### src/rtl/alu_status_pkg.sv
// Shared constants for the ALU status stage: widths, flag-op codes, P bit positions.
package alu_status_pkg;

   localparam int unsigned DATA_W = 8;
   localparam int unsigned FOP_W  = 4;

   localparam logic [FOP_W-1:0] FOP_NOP  = 4'd0;
   localparam logic [FOP_W-1:0] FOP_NZ   = 4'd1;
   localparam logic [FOP_W-1:0] FOP_NZC  = 4'd2;
   localparam logic [FOP_W-1:0] FOP_NZCV = 4'd3;
   localparam logic [FOP_W-1:0] FOP_BIT  = 4'd4;
   localparam logic [FOP_W-1:0] FOP_PLP  = 4'd5;
   localparam logic [FOP_W-1:0] FOP_CLC  = 4'd6;
   localparam logic [FOP_W-1:0] FOP_SEC  = 4'd7;
   localparam logic [FOP_W-1:0] FOP_CLI  = 4'd8;
   localparam logic [FOP_W-1:0] FOP_SEI  = 4'd9;
   localparam logic [FOP_W-1:0] FOP_CLD  = 4'd10;
   localparam logic [FOP_W-1:0] FOP_SED  = 4'd11;
   localparam logic [FOP_W-1:0] FOP_CLV  = 4'd12;

   localparam int unsigned P_C = 0;
   localparam int unsigned P_Z = 1;
   localparam int unsigned P_I = 2;
   localparam int unsigned P_D = 3;
   localparam int unsigned P_B = 4;
   localparam int unsigned P_U = 5;
   localparam int unsigned P_V = 6;
   localparam int unsigned P_N = 7;

endpackage

### src/rtl/alu_status_if.sv
// Bus between the ALU/decoder side and the status stage; master drives, slave is the stage.
interface alu_status_if;
   import alu_status_pkg::*;

   logic              RDY;
   logic [DATA_W-1:0] alu_out;
   logic              alu_co;
   logic              alu_v;
   logic              alu_n;
   logic              alu_hc;
   logic              adj_en;
   logic              adj_sub;
   logic [FOP_W-1:0]  flag_op;
   logic [DATA_W-1:0] di;
   logic              brk;
   logic [DATA_W-1:0] res;
   logic [DATA_W-1:0] p;
   logic              flag_c;
   logic              flag_z;
   logic              flag_n;
   logic              flag_v;
   logic              flag_d;
   logic              flag_i;

   modport master (
      output RDY, alu_out, alu_co, alu_v, alu_n, alu_hc, adj_en, adj_sub, flag_op, di, brk,
      input  res, p, flag_c, flag_z, flag_n, flag_v, flag_d, flag_i
   );

   modport slave (
      input  RDY, alu_out, alu_co, alu_v, alu_n, alu_hc, adj_en, adj_sub, flag_op, di, brk,
      output res, p, flag_c, flag_z, flag_n, flag_v, flag_d, flag_i
   );

endinterface

### src/rtl/alu_status_decimal_adjust.sv
// BCD decimal-adjust of an ALU result; nibble-wise, each nibble wraps mod 16 independently.
module decimal_adjust
   import alu_status_pkg::*;
(
   input  logic [DATA_W-1:0] in_i,
   input  logic              hc_i,
   input  logic              co_i,
   input  logic              sub_i,
   input  logic              en_i,
   output logic [DATA_W-1:0] out_o
);

   logic [3:0] lo_add;
   logic [3:0] hi_add;

   // Select per-nibble correction: +6 on carry for ADC, +0xA (i.e. -6) on no-carry for SBC.
   always_comb begin
      lo_add = 4'h0;
      hi_add = 4'h0;
      if (en_i) begin
         if (sub_i) begin
            if (!hc_i) lo_add = 4'hA;
            if (!co_i) hi_add = 4'hA;
         end else begin
            if (hc_i) lo_add = 4'h6;
            if (co_i) hi_add = 4'h6;
         end
      end
   end

   // Nibble sums are 4 bits wide, so no carry crosses from low to high nibble.
   always_comb begin
      out_o = {4'(in_i[7:4] + hi_add), 4'(in_i[3:0] + lo_add)};
   end

endmodule

### src/rtl/alu_status.sv
// 6502 status stage: registers the decimal-adjusted ALU result and owns the P register.
module alu_status
   import alu_status_pkg::*;
#(
   parameter bit RESET_I = 1'b1,
   parameter bit RESET_D = 1'b0
)(
   input logic         clk,
   input logic         reset,
   alu_status_if.slave bus
);

   logic [DATA_W-1:0] adj;
   logic [DATA_W-1:0] res_q, res_d;
   logic              n_q, n_d;
   logic              v_q, v_d;
   logic              d_q, d_d;
   logic              i_q, i_d;
   logic              z_q, z_d;
   logic              c_q, c_d;
   logic              n_src;
   logic              z_src;
   logic [DATA_W-1:0] p_c;
   logic              unused_di;

   decimal_adjust u_adj (
      .in_i  (bus.alu_out),
      .hc_i  (bus.alu_hc),
      .co_i  (bus.alu_co),
      .sub_i (bus.adj_sub),
      .en_i  (bus.adj_en),
      .out_o (adj)
   );

   // PLP drops the B and unused bits of the pulled byte.
   assign unused_di = ^bus.di[5:4];

   // N/Z follow the adjusted value in decimal mode, else the raw ALU result.
   always_comb begin
      n_src = bus.adj_en ? adj[7] : bus.alu_n;
      z_src = bus.adj_en ? (adj == '0) : (bus.alu_out == '0);
   end

   // Next-state for result and flags; flags not named by the op hold.
   always_comb begin
      res_d = adj;
      n_d   = n_q;
      v_d   = v_q;
      d_d   = d_q;
      i_d   = i_q;
      z_d   = z_q;
      c_d   = c_q;
      case (bus.flag_op)
         FOP_NZ: begin
            n_d = n_src;
            z_d = z_src;
         end
         FOP_NZC: begin
            n_d = n_src;
            z_d = z_src;
            c_d = bus.alu_co;
         end
         FOP_NZCV: begin
            n_d = n_src;
            z_d = z_src;
            c_d = bus.alu_co;
            v_d = bus.alu_v;
         end
         FOP_BIT: begin
            n_d = bus.di[7];
            v_d = bus.di[6];
            z_d = (bus.alu_out == '0);
         end
         FOP_PLP: begin
            n_d = bus.di[P_N];
            v_d = bus.di[P_V];
            d_d = bus.di[P_D];
            i_d = bus.di[P_I];
            z_d = bus.di[P_Z];
            c_d = bus.di[P_C];
         end
         FOP_CLC: c_d = 1'b0;
         FOP_SEC: c_d = 1'b1;
         FOP_CLI: i_d = 1'b0;
         FOP_SEI: i_d = 1'b1;
         FOP_CLD: d_d = 1'b0;
         FOP_SED: d_d = 1'b1;
         FOP_CLV: v_d = 1'b0;
         default: ;
      endcase
   end

   // State registers; RDY low freezes everything.
   always_ff @(posedge clk or posedge reset) begin
      if (reset) begin
         res_q <= '0;
         n_q   <= 1'b0;
         v_q   <= 1'b0;
         d_q   <= RESET_D;
         i_q   <= RESET_I;
         z_q   <= 1'b0;
         c_q   <= 1'b0;
      end else if (bus.RDY) begin
         res_q <= res_d;
         n_q   <= n_d;
         v_q   <= v_d;
         d_q   <= d_d;
         i_q   <= i_d;
         z_q   <= z_d;
         c_q   <= c_d;
      end
   end

   // P image for pushes: registered flags, live B, bit 5 tied high.
   always_comb begin
      p_c      = '0;
      p_c[P_N] = n_q;
      p_c[P_V] = v_q;
      p_c[P_U] = 1'b1;
      p_c[P_B] = bus.brk;
      p_c[P_D] = d_q;
      p_c[P_I] = i_q;
      p_c[P_Z] = z_q;
      p_c[P_C] = c_q;
   end

   assign bus.res    = res_q;
   assign bus.p      = p_c;
   assign bus.flag_n = n_q;
   assign bus.flag_v = v_q;
   assign bus.flag_d = d_q;
   assign bus.flag_i = i_q;
   assign bus.flag_z = z_q;
   assign bus.flag_c = c_q;

endmodule

### src/flat_wrapper.sv
// flat-port wrapper written by rule: the top's interface ports become plain ports
module alu_status_flat import alu_status_pkg::*;
#(
   parameter bit RESET_I = 1'b1,
   parameter bit RESET_D = 1'b0
)
  (clk, reset, bus_RDY, bus_alu_out, bus_alu_co, bus_alu_v, bus_alu_n, bus_alu_hc, bus_adj_en, bus_adj_sub, bus_flag_op, bus_di, bus_brk, bus_res, bus_p, bus_flag_c, bus_flag_z, bus_flag_n, bus_flag_v, bus_flag_d, bus_flag_i);
  alu_status_if bus_i ();
  input logic clk;
  input logic reset;
  input wire logic [$bits(bus_i.RDY)-1:0] bus_RDY;
  input wire logic [$bits(bus_i.alu_out)-1:0] bus_alu_out;
  input wire logic [$bits(bus_i.alu_co)-1:0] bus_alu_co;
  input wire logic [$bits(bus_i.alu_v)-1:0] bus_alu_v;
  input wire logic [$bits(bus_i.alu_n)-1:0] bus_alu_n;
  input wire logic [$bits(bus_i.alu_hc)-1:0] bus_alu_hc;
  input wire logic [$bits(bus_i.adj_en)-1:0] bus_adj_en;
  input wire logic [$bits(bus_i.adj_sub)-1:0] bus_adj_sub;
  input wire logic [$bits(bus_i.flag_op)-1:0] bus_flag_op;
  input wire logic [$bits(bus_i.di)-1:0] bus_di;
  input wire logic [$bits(bus_i.brk)-1:0] bus_brk;
  output wire logic [$bits(bus_i.res)-1:0] bus_res;
  output wire logic [$bits(bus_i.p)-1:0] bus_p;
  output wire logic [$bits(bus_i.flag_c)-1:0] bus_flag_c;
  output wire logic [$bits(bus_i.flag_z)-1:0] bus_flag_z;
  output wire logic [$bits(bus_i.flag_n)-1:0] bus_flag_n;
  output wire logic [$bits(bus_i.flag_v)-1:0] bus_flag_v;
  output wire logic [$bits(bus_i.flag_d)-1:0] bus_flag_d;
  output wire logic [$bits(bus_i.flag_i)-1:0] bus_flag_i;
  assign bus_i.RDY = bus_RDY;
  assign bus_i.alu_out = bus_alu_out;
  assign bus_i.alu_co = bus_alu_co;
  assign bus_i.alu_v = bus_alu_v;
  assign bus_i.alu_n = bus_alu_n;
  assign bus_i.alu_hc = bus_alu_hc;
  assign bus_i.adj_en = bus_adj_en;
  assign bus_i.adj_sub = bus_adj_sub;
  assign bus_i.flag_op = bus_flag_op;
  assign bus_i.di = bus_di;
  assign bus_i.brk = bus_brk;
  assign bus_res = bus_i.res;
  assign bus_p = bus_i.p;
  assign bus_flag_c = bus_i.flag_c;
  assign bus_flag_z = bus_i.flag_z;
  assign bus_flag_n = bus_i.flag_n;
  assign bus_flag_v = bus_i.flag_v;
  assign bus_flag_d = bus_i.flag_d;
  assign bus_flag_i = bus_i.flag_i;
  alu_status #(.RESET_I(RESET_I), .RESET_D(RESET_D)) u_core (.clk(clk), .reset(reset), .bus(bus_i));
endmodule
### config.mk
export PLATFORM = sky130hd
export DESIGN_NAME = alu_status_flat
export DESIGN_NICKNAME = d
export VERILOG_FILES = /design/src/rtl/alu_status_pkg.sv /design/src/rtl/alu_status_if.sv /design/src/rtl/alu_status_decimal_adjust.sv /design/src/rtl/alu_status.sv /design/src/flat_wrapper.sv
export SDC_FILE = /design/constraint.sdc
export NUM_CORES = 1
export LEC_CHECK = 0
export ABC_CLOCK_PERIOD_IN_PS = 1400
export CAP_MARGIN = 25
export CORE_MARGIN = 1.5
export CORE_UTILIZATION = 41
export CTS_CLUSTER_SIZE = 28
export DETAILED_ROUTE_END_ITERATION = 10
export PLACE_DENSITY = 0.8
export SLEW_MARGIN = 10
export SYNTH_ARGS = -nofsm -noshare
export SYNTH_HDL_FRONTEND = slang
export SYNTH_SLANG_ARGS = --single-unit
### constraint.sdc
create_clock -name clk -period 1.4 [get_ports clk]
set_input_delay 0.21 -clock clk [delete_from_list [all_inputs] [get_ports clk]]
set_output_delay 0.21 -clock clk [all_outputs]
set_load 0.02 [all_outputs]
==> metrics.txt <==
Num CTS Buffers 3; minimum clock period approximately 1.9 ns; Layout Nets about 220; Syn Nets roughly 160; # H-tree levels 1; Post-synth EDFFs 0; CP delay by family, top adder cells; Clock Skew 0 ns; Avg Synthesized Cell Area approximately 9.3 µm²; initial DRC count 20; maximum vdd drop 0.723 mV; dpl hpwl 2440 µm; crit-path cells buf_12 > inv_16 > ha_4 > nor2_2 > ha_2 > inv_2 > fa_2 > nand4bb_4 > nor4_2 > nand3_1 > a31oi_1; drt via density slightly above 5; Die W 55.1 µm; GPL Wtd Cong around 0.85; CTS Hold Bufs 0; largest net degree at the start of global routing 15; area delta synth->final 60.6%; Max Clk Rate 536 MHz; crit path DAT 2.08 ns; Post-DP Area 1750 µm²; Critical path buffers and inverters 3; commonest cells after routing, fill and taps aside buf_4 (20), clkdlybuf4s50_1 (19), dlygate4sd2_1 (18); setup bufs post-CTS 0; failing checks negative setup slack; drt wl/cell 14.1 µm; initial antenna violation count 0; global-route wire length before repair between 4000 and 5000 µm; IO Count 52; Hold Path Class input port to async pin; DRT antenna net count 0; number of global-route vias before repair 973; die area 3030 µm²; crit-path max cell delay around 0.60 ns; leading post-synthesis cells by cell area dfrtp_1 (29%), ha_1 (6.7%), buf_4 (5.4%), mux2_2 (5.1%), inv_1 (4.4%); finished layout cell area 1790 µm²; Max Cap Viol 0; Core ar. 2520 µm²; DRC violations left 0; Synth Flop Type dfrtp_1; Reg clk slew, reported paths ~0.09 ns; Final WS setup -0.467 ns; RSZ-0062 raised after global routing yes; CTS tree yes; area leader, netlist dfrtp_1; Port Buffer Count 46; hold_ws roughly 0.21 ns; filler instances between 200 and 250; Setup crit end kind register; Critical Path RT 1.61 ns; initial core utilization between 40 and 50%; Cell Pwr Density roughly 830 nW/µm²; Die Y 55.1 µm; CTS root buf clkbuf_4; synthesized area 1110 µm²; FP Rows 18; Seq/Total Area, Yosys 31.6%; Clock Path Buffers 2; top cell type's share of synthesized area between 20% and 30%; Max stage delay cell, worst path fa_2; final setup vio count 4; total track usage around 21%; Cells after Synth 120; crit path max fanout 2; most common cell after layout, fill and taps aside buf_4; Setup crit start kind input port; ant diodes 0; share of cells above drive strength 1 between 30 and 40%; final worst-path cycle share 133%; synth warn 0; status finished, violations left; Final Hold Fails 0; later-pin clock latency in the skew report 0.28 ns; Final Slew Violations 0; Post-synth ARST share 100%; via count 1072; number of synthesized register bits 14; Pleak 0.813 nW; GR Overflow Total 0; final WL between 2000 and 3000 µm; TritonRoute pass-1 iters 4; Yosys cell types 43; Clock Sinks 14; CP Class input port to register
==> path summary, 6_finish.rpt <==
path | from | to | slack, ns | cells after the start
min in group clk | bus_alu_out[5] | u_core.bus.flag_z$_DFFE_PP0P_ | 0.31 | 4
max in group asynchronous | reset | u_core.bus.flag_i$_DFFE_PP1P_ | 0.94 | 3
hold reg to reg | u_core.bus.flag_n$_DFFE_PP0P_ | u_core.bus.flag_n$_DFFE_PP0P_ | 0.52 | 1
setup / recovery | bus_adj_sub | u_core.bus.flag_z$_DFFE_PP0P_ | -0.47 | 11
setup reg to reg | u_core.bus.flag_i$_DFFE_PP1P_ | u_core.bus.flag_i$_DFFE_PP1P_ | 0.18 | 3
hold / removal | reset | u_core.bus.flag_v$_DFFE_PP0P_ | 0.21 | 3
==> state kept, by name, summed over array words and instances (netlist names) <==
name,flops
u_core.bus.flag_c,1
u_core.bus.flag_d,1
u_core.bus.flag_i,1
u_core.bus.flag_n,1
u_core.bus.flag_v,1
u_core.bus.flag_z,1
u_core.bus.res,8
==> cell type report <==
type	count	area, µm²	area share (%)
clock buffers	4	36.3	2.03
well taps	30	37.5	2.10
repair buffers	67	609	34.1
flip-flops and latches	14	352	19.7
inverters	13	65.1	3.64
multi-input cells	79	687	38.4
==> logic make-up after synthesis <==
| logic type | count (synthesis) | share of synthesized area [%] |
|---|---|---|
| mux | 7 | 6.86 |
| fa+ha+maj | 8 | 10.3 |
| compound gates | 24 | 14.5 |
| flops | 14 | 31.6 |
| other cells | 1 | 0.337 |
| simple gates | 33 | 18.1 |
| xor+xnor | 6 | 5.96 |
| buf+inv | 27 | 12.3 |
==> metrics by stage <==
stage / utilization (%) / power [mW] / cells / TNS (ns) / setup slack, ns
2_1_floorplan: - / 0.924 / 120 / -1.38 / -0.526
3_5_place_dp: 69.4 / 1.26 / 204 / -7.62 / -1.28
6_report: 70.8 / 1.47 / 207 / -1.11 / -0.467
4_1_cts: 70.6 / 1.49 / 208 / -1.32 / -0.485
5_1_grt: 70.8 / 1.56 / 207 / -1.40 / -0.541
3_3_place_gp: 69.4 / 1.23 / 204 / -7.08 / -1.20
==> cell usage after synthesis, types with 2 or more instances <==
cell	number
dfrtp_1	13
inv_1	13
nor2_1	10
buf_4	8
a21oi_1	7
nand2_1	7
ha_1	6
mux2_2	5
buf_2	4
nand3b_1	3
xor2_1	3
a31oi_1	2
fa_1	2
mux2i_1	2
nand2b_1	2
nand3_1	2
nor3_1	2
nor4_1	2
o21ai_0	2
xnor2_1	2
==> tightest hold or removal path, delay by kind of cell <==
| family | cells | cell delay (ns) |
|---|---|---|
| buffers and inverters | 3 | 0.66 |
==> per-layer routing <==
layer / GRT usage, % / wire, µm / up-vias
met3: 5.38 / 158 / 2
met1: 24.0 / 1200 / 512
met5: 0 / 0 / -
met2: 37.9 / 1560 / 35
met4: 4.88 / 18 / 0
li1: - / - / 523
==> power by group <==
group	leakage, nW	internal (mW)	total, mW	switching (mW)
registers	0.159	0.473	0.515	0.0423
clock network	0.0210	0.158	0.296	0.137
logic	0.633	0.326	0.663	0.337
total	0.813	0.957	1.47	0.517
==> what timing repair did <==
item	CTS	global route
endpoints found under the setup margin	28	10
pin swaps	11	10
resized for setup	37	17
No activity file was read; power rests on OpenSTA's default activity.
